$ cat src/rtl/io_bank_pkg.sv
// io_bank_pkg
// Shared constants for the IO bank controller: pin-count ceiling, parameter
// defaults, pad reset levels, and a small edge-qualification helper used by
// every per-pin slice.
package io_bank_pkg;

    localparam int C_MAX_PINS             = 32;
    localparam int C_DEF_NUM_OF_PIN       = 1;
    localparam int C_DEF_SYNC_STAGES      = 2;
    localparam int C_DEF_FILTER_WIDTH     = 4;

    // Pads come out of reset released (high-Z) and driving low underneath.
    localparam logic RT_RESET = 1'b1;
    localparam logic RO_RESET = 1'b0;

    // An accepted li transition to new_level is reportable when the enable
    // for that direction is set.
    function automatic logic edge_qualifies(input logic new_level,
                                            input logic rise_en,
                                            input logic fall_en);
        return new_level ? rise_en : fall_en;
    endfunction

endpackage

$ cat src/rtl/io_bank_pin.sv
// io_bank_pin
// One pad's input path: C_SYNC_STAGES-deep synchroniser, glitch filter that
// accepts a new level only after it has disagreed with li for filt_len+1
// consecutive cycles, and a sticky edge-status bit.
// Ports:
//   aclk, aresetn  clock, async active-low reset
//   ri             raw asynchronous pad input
//   filt_len       filter length in cycles (0 = accept after one cycle)
//   rise_en/fall_en  edge capture enables
//   clr            single-cycle status clear
//   li             filtered input level
//   status         sticky edge status
module io_bank_pin
    import io_bank_pkg::*;
#(
    parameter int C_SYNC_STAGES  = C_DEF_SYNC_STAGES,
    parameter int C_FILTER_WIDTH = C_DEF_FILTER_WIDTH
) (
    input  logic                      aclk,
    input  logic                      aresetn,
    input  logic                      ri,
    input  logic [C_FILTER_WIDTH-1:0] filt_len,
    input  logic                      rise_en,
    input  logic                      fall_en,
    input  logic                      clr,
    output logic                      li,
    output logic                      status
);

    logic [C_SYNC_STAGES-1:0]  sync_reg;
    logic [C_FILTER_WIDTH-1:0] cnt_reg;
    logic                      li_reg;
    logic                      status_reg;

    logic sync;
    logic differ;
    logic load;
    logic edge_set;

    assign sync   = sync_reg[C_SYNC_STAGES-1];
    assign differ = sync ^ li_reg;
    // ">=" rather than "==" so that lowering filt_len below the running
    // count still lets the pending level through on the next cycle.
    assign load     = differ && (cnt_reg >= filt_len);
    // Status is set on the same edge that li takes its new value.
    assign edge_set = load && edge_qualifies(sync, rise_en, fall_en);

    always_ff @(posedge aclk or negedge aresetn) begin
        if (!aresetn) begin
            sync_reg   <= '0;
            cnt_reg    <= '0;
            li_reg     <= 1'b0;
            status_reg <= 1'b0;
        end else begin
            sync_reg <= {sync_reg[C_SYNC_STAGES-2:0], ri};
            if (!differ) begin
                cnt_reg <= '0;
            end else if (load) begin
                li_reg  <= sync;
                cnt_reg <= '0;
            end else begin
                cnt_reg <= cnt_reg + C_FILTER_WIDTH'(1);
            end
            // Set has priority over a coincident clear.
            status_reg <= edge_set | (status_reg & ~clr);
        end
    end

    assign li     = li_reg;
    assign status = status_reg;

endmodule

$ cat src/rtl/io_bank_ctrl.sv
// io_bank_ctrl
// Bank of C_NUM_OF_PIN independent bidirectional pads. The output path
// registers lo/lt onto ro/rt; the input path synchronises and filters ri
// onto li and records qualifying edges in sticky irq_status bits.
// Ports:
//   aclk, aresetn        clock, async active-low reset
//   lo, lt               logic-side output data / tristate (1 = high-Z)
//   ro, rt               registered pad output data / tristate
//   ri                   raw pad input
//   li                   synchronised, filtered input
//   filt_len             glitch-filter length (0 = bypass)
//   irq_rise_en/fall_en  per-pin edge capture enables
//   irq_clr              per-pin status clear pulse
//   irq_status, irq      sticky status and its OR-reduction
module io_bank_ctrl
    import io_bank_pkg::*;
#(
    parameter int C_NUM_OF_PIN   = C_DEF_NUM_OF_PIN,
    parameter int C_SYNC_STAGES  = C_DEF_SYNC_STAGES,
    parameter int C_FILTER_WIDTH = C_DEF_FILTER_WIDTH
) (
    input  logic                      aclk,
    input  logic                      aresetn,
    input  logic [C_NUM_OF_PIN-1:0]   lo,
    input  logic [C_NUM_OF_PIN-1:0]   lt,
    output logic [C_NUM_OF_PIN-1:0]   li,
    output logic [C_NUM_OF_PIN-1:0]   ro,
    output logic [C_NUM_OF_PIN-1:0]   rt,
    input  logic [C_NUM_OF_PIN-1:0]   ri,
    input  logic [C_FILTER_WIDTH-1:0] filt_len,
    input  logic [C_NUM_OF_PIN-1:0]   irq_rise_en,
    input  logic [C_NUM_OF_PIN-1:0]   irq_fall_en,
    input  logic [C_NUM_OF_PIN-1:0]   irq_clr,
    output logic [C_NUM_OF_PIN-1:0]   irq_status,
    output logic                      irq
);

    logic [C_NUM_OF_PIN-1:0] ro_reg;
    logic [C_NUM_OF_PIN-1:0] rt_reg;

    always_ff @(posedge aclk or negedge aresetn) begin
        if (!aresetn) begin
            ro_reg <= {C_NUM_OF_PIN{RO_RESET}};
            rt_reg <= {C_NUM_OF_PIN{RT_RESET}};
        end else begin
            ro_reg <= lo;
            rt_reg <= lt;
        end
    end

    assign ro = ro_reg;
    assign rt = rt_reg;

    generate
        for (genvar gi = 0; gi < C_NUM_OF_PIN; gi++) begin : g_pin
            io_bank_pin #(
                .C_SYNC_STAGES  (C_SYNC_STAGES),
                .C_FILTER_WIDTH (C_FILTER_WIDTH)
            ) u_pin (
                .aclk     (aclk),
                .aresetn  (aresetn),
                .ri       (ri[gi]),
                .filt_len (filt_len),
                .rise_en  (irq_rise_en[gi]),
                .fall_en  (irq_fall_en[gi]),
                .clr      (irq_clr[gi]),
                .li       (li[gi]),
                .status   (irq_status[gi])
            );
        end
    endgenerate

    // Driven only by status flops, so irq cannot glitch.
    assign irq = |irq_status;

endmodule

$ cat config.mk
export PLATFORM = sky130hd
export DESIGN_NAME = io_bank_ctrl
export DESIGN_NICKNAME = d
export VERILOG_FILES = /design/src/rtl/io_bank_pkg.sv /design/src/rtl/io_bank_pin.sv /design/src/rtl/io_bank_ctrl.sv
export SDC_FILE = /design/constraint.sdc
export NUM_CORES = 1
export LEC_CHECK = 0
export BUFFER_PORTS_ARGS = -buffer_cell sky130_fd_sc_hd__buf_4
export CAP_MARGIN = 10
export CORE_AREA = 5 5 42 44
export CTS_CLUSTER_DIAMETER = 60
export CTS_CLUSTER_SIZE = 8
export DETAILED_ROUTE_END_ITERATION = 16
export DIE_AREA = 0 0 47 49
export HOLD_SLACK_MARGIN = 0.02
export PLACE_DENSITY = 0.61
export SLEW_MARGIN = 20
export SYNTH_ARGS = -nofsm -noshare
export SYNTH_HDL_FRONTEND = slang
export SYNTH_SLANG_ARGS = --single-unit
export TNS_END_PERCENT = 30
$ cat constraint.sdc
create_clock -name aclk -period 4.1 [get_ports aclk]
set_input_delay 0.82 -clock aclk [delete_from_list [all_inputs] [get_ports aclk]]
set_output_delay 0.82 -clock aclk [all_outputs]
set_load 0.03 [all_outputs]
==> Word level (Yosys, flattened, before mapping) <==
Index checks and enable logic that the tools add are counted.
{ "classes": {"addsub": 1, "magnitude_cmp": 1, "n_mux": 3, "bitwise_logic": 4, "n_reduce_logical": 3} }
{ "ops": {"columns": ["operator", "n"], "rows": [
  ["two-way mux 4 bit", 2],
  ["adder 4 x 1 -> 4 bit (second input constant)", 1],
  [">= comparator 4 bit", 1],
  ["logical AND 1 bit", 2],
  ["AND reduction 2 bit", 1],
  ["AND 1 bit", 1],
  ["two-way mux 1 bit", 1],
  ["inverter 1 bit", 1],
  ["OR 1 bit", 1],
  ["XOR 1 bit", 1]
]} }
{ "totals": {"regBits": 10, "input_bits": 12, "output_inout_bits": 5, "word_cells": 18} }

==> Longest topological paths before layout <==
{ "depth": {"ltp_word": 4, "depth_mapped": 6, "mapped_depth_nobuf": 6} }

==> By module <==
Synthesis repeated with hierarchy kept, for this count alone.
{ "unflattened": {"hier_cells": 41, "area_unflattened_um2": 491.7} }
{ "by_module_without_submodules": {"columns": ["module", "n_inst", "cells_each", "area_per_inst_um2", "seq_area_each_um2"], "rows": [
  ["io_bank_pin", 1, 38, 432.9, 200.2],
  ["io_bank_ctrl", 1, 3, 58.8, 51.3]
]} }

==> Worst setup path after synthesis <==
No wires, ideal clock.
{ "synth_timing": {"path_kind": "input to register", "start": "input filt_len[0]", "end": "register g_pin[0].u_pin.li_reg", "setup_time_ps": 125, "arrival_time_ps": 1973, "required_ps": 3975, "path_slack_ps": 2002, "path_stages": 5, "n_path_buf": 0, "path_cell_list": "ha_1 > nand2b_4 > a2111oi_4 > nor2_1 > mux2_4"} }
{ "synth_between": {"elab_chain_cells": 3} }
{ "synth_lines": {"columns": ["element", "line", "source"], "rows": [
  ["start: declaration", "io_bank_ctrl.sv:30", "input logic [C_FILTER_WIDTH-1:0] filt_len,"],
  [">= comparator 4 bit", "io_bank_pin.sv:44", "assign load = differ && (cnt_reg >= filt_len);"],
  ["logical AND 1 bit", "io_bank_pin.sv:44", null],
  ["AND reduction 2 bit (no line)", null, null],
  ["end signal: assignment", "io_bank_pin.sv:59", "li_reg <= sync;"],
  ["end: declaration", "io_bank_pin.sv:32", "logic li_reg;"]
]} }
No other way between the ends.
A chain may end at the register's enable or synchronous reset.

==> Worst setup path in the final report <==
Same ends and word-level chain as after synthesis.

==> key figures <==
Detailed routing
  – Final WL: 803 microns
  – ANT nets after route: 0
  – Routed wire length per instance: 10.6 microns
  – DRC Markers: 0
  – Vias: 331
  – Drt pass-1 iters: 3
  – DR vias/cell: 4.36
  – 1st-iter DRT viols: 4

Critical path
  – Worst EP required: 4.25 ns
  – WS Path Type: in2reg
  – WP data arrival: 2.13 ns
  – Crit. End Element: register
  – Slowest Stage Delay on Critical Path: 0.35 ns
  – CP top delay family: compound AO/OA/AOI/OAI gates
  – Worst setup SP type: input port
  – Crit path buf inv count: 1
  – Crit-path cells: buf_4 > ha_1 > nand2b_4 > a2111oi_4 > nor2_1 > mux2_4
  – Crit-path max FO: 2
  – CP max-delay cell: a2111oi_4

Timing
  – Final slew viol count: 0
  – Worst slew margin: 79.3%
  – F_max: 0.504 GHz
  – Final worst slack: 2.12 ns
  – Setup TNS: 0 ns
  – Tmin final: 1.98 ns
  – Final period util: 48.4%
  – Final Hold Fails: 0
  – Final count of negative-setup-slack endpoints: 0
  – Worst-Margin Slew: 0.309 ns
  – Unrepaired setup endpoints after global routing: false
  – Skew final: 0.000983 ns

Clock tree
  – CTS Root Cell: clkbuf_4
  – Clock slew at reported path FFs: 0.07 ns
  – CTS buffer count: 3
  – Post-CTS Setup Inserts: 0
  – Hold buffer count at cts: 0
  – Post-cts sizing count: 0
  – CTS max path bufs: 2
  – Worst-Skew Late Latency: 0.26 ns
  – CTS H-Tree Depth: 1
  – CTS tree: built
  – Clk sinks: 10

Placed design
  – DP Area: 624 sq um
  – Post-DP HPWL: 665 microns
  – Place WS: 1.84 ns
  – Port bufs: 16
  – Gpl congestion: 0.686

GRT
  – Congestion Overflow GR: 0
  – Vias in the first global route: 326
  – Total Routing Usage GR: 8.27%
  – Largest net degree at the start of global routing: 11
  – Initial antenna violation count: 0
  – First-pass GRT wire length: 1350 microns

Job
  – Max Cap Viol: 0

Final layout
  – Layout cells sized above 1: 40.0%
  – N_diodes: 0
  – Max reg flops: 4
  – # nets final: 78
  – Area grow syn2layout: 34.4%
  – Commonest cells after routing, fill and taps aside: buf_4, dfrtp_1, inv_1, nor2_1, ha_1
  – Most common cell after layout, fill and taps aside: buf_4
  – Design Area, Final: 661 sq um

Floorplan
  – Die area: 0.00230 sq mm
  – Core area: 0.00140 sq mm
  – # rows: 14
  – Num ports: 17
  – Starting Density: 35.1%
  – Width of the die: 47 microns
  – Die Ht: 49 microns

Yosys
  – Compound-Gate Fraction of Synth Area: 10.9%
  – Synth area leaders: dfrtp_1, ha_1, a2111oi_4
  – XOR/XNOR share of the synthesized area: 5.34%
  – Multiplexer share of the synthesized area: 3.05%
  – Mapped cell area: 492 sq um
  – Syn Inst Count: 41
  – Area leader, netlist: dfrtp_1
  – Syn_nets: 58
  – Post-Synth Adder-Cell Area: 12.7%
  – Yosys warns: 0
  – Post-Synth Simple-Gate Area: 10.7%
  – Distinct cells, synth: 18
  – Avg Synthesized Cell Area: 12.0 sq um
  – Yosys reg bits: 10
  – Seq/Total Area, Yosys: 51.1%
  – Largest family of logic cells by synthesized area: adder cells
  – Yosys top cell area share: 45.8%

Pwr
  – Seq pwr share: 38.6%
  – Leak: 0.348 nW
  – Combinational share of power: 36.8%
  – Clock power share: 24.6%
  – Max rail drop VDD: 201 uV
  – Power Density: 534 mW/mm^2
  – Pint: 238 uW
  – Switch Pwr: 115 uW
  – Sw frac: 32.7%

Status
  – Status: complete, no violations

Min path
  – Hold WC Path Type: reg2reg
-- metal layers --
| metal | vias to the layer above | global-route usage, % | part of all wire, % |
|---|---|---|---|
| li1 | 172 | - | - |
| met1 | 145 | 11.2 | 46 |
| met3 | 2 | 4.06 | 8.2 |
| met4 | 0 | 4.15 | 2.1 |
| met2 | 12 | 10.6 | 44 |
| met5 | - | 0 | 0 |
-- power groups by stage --
stage / combinational [mW] / clock (mW) / sequential, mW
floorplan: 0.0820 / 0 / 0.150
global placement: 0.128 / 0 / 0.139
detailed placement: 0.130 / 0 / 0.138
CTS: 0.131 / 0.0887 / 0.137
global route: 0.144 / 0.0942 / 0.140
finish: 0.130 / 0.0869 / 0.136
-- logic make-up after synthesis --
kind of cell / count (synthesis)
buffers and inverters: 7
AO/OA/AOI/OAI: 5
flip-flops: 10
adder cells (fa/ha/maj): 5
multiplexers: 1
AND/OR/NAND/NOR: 10
XOR/XNOR: 3
-- final timing paths --
| kind | start | to | slack, ns | depth (start not counted) |
|---|---|---|---|---|
| max | filt_len[0] | g_pin[0].u_pin.li | 2.12 | 6 |
| min | g_pin[0].u_pin.sync_reg[0] | g_pin[0].u_pin.sync_reg[1] | 0.36 | 0 |
| max reg2reg | g_pin[0].u_pin.cnt_reg[0] | g_pin[0].u_pin.li | 2.32 | 6 |
| min reg2reg | g_pin[0].u_pin.sync_reg[0] | g_pin[0].u_pin.sync_reg[1] | 0.36 | 0 |
| max in group asynchronous | aresetn | rt | 3.51 | 1 |
| min in group asynchronous | aresetn | ro | 0.37 | 1 |
-- Yosys cell counts, drive strengths merged --
master,number
dfrtp,9
inv,6
nor2,6
ha,5
o21ai,2
xor2,2
a2111oi,1
a22o,1
buf,1
dfstp,1
mux2,1
nand2,1
nand2b,1
nand3,1
nand3b,1
o21a,1
xnor2,1
-- area by class of cell --
cell class / instances / area (sq um)
fillers: 140 / 741
flip-flops and latches: 10 / 251
multi-input cells: 24 / 210
repair buffers: 16 / 120
clock buffers: 4 / 36.3
inverters: 6 / 22.5
well taps: 16 / 20.0
-- through the flow --
step | total power, mW | utilization [%] | hold slack, ns | cells
after floorplan | 0.232 | - | 0.331 | 41
after global placement | 0.266 | 44.6 | 0.334 | 72
after detailed placement | 0.269 | 44.6 | 0.346 | 72
after CTS | 0.357 | 47.1 | 0.361 | 76
after global routing | 0.378 | 47.1 | 0.365 | 76
final | 0.353 | 47.1 | 0.356 | 76
-- worst register-to-register path, delay by kind of cell, from the launching register on --
kind / cells / cell delay, ns
DFF: 1 / 0.41
AOI/OAI and AO/OA: 1 / 0.35
muxes: 1 / 0.31
adders and majority gates: 1 / 0.27
and+or+nand+nor: 2 / 0.27
buffers and inverters: 1 / 0.07
No activity file was read; power rests on OpenSTA's default activity.
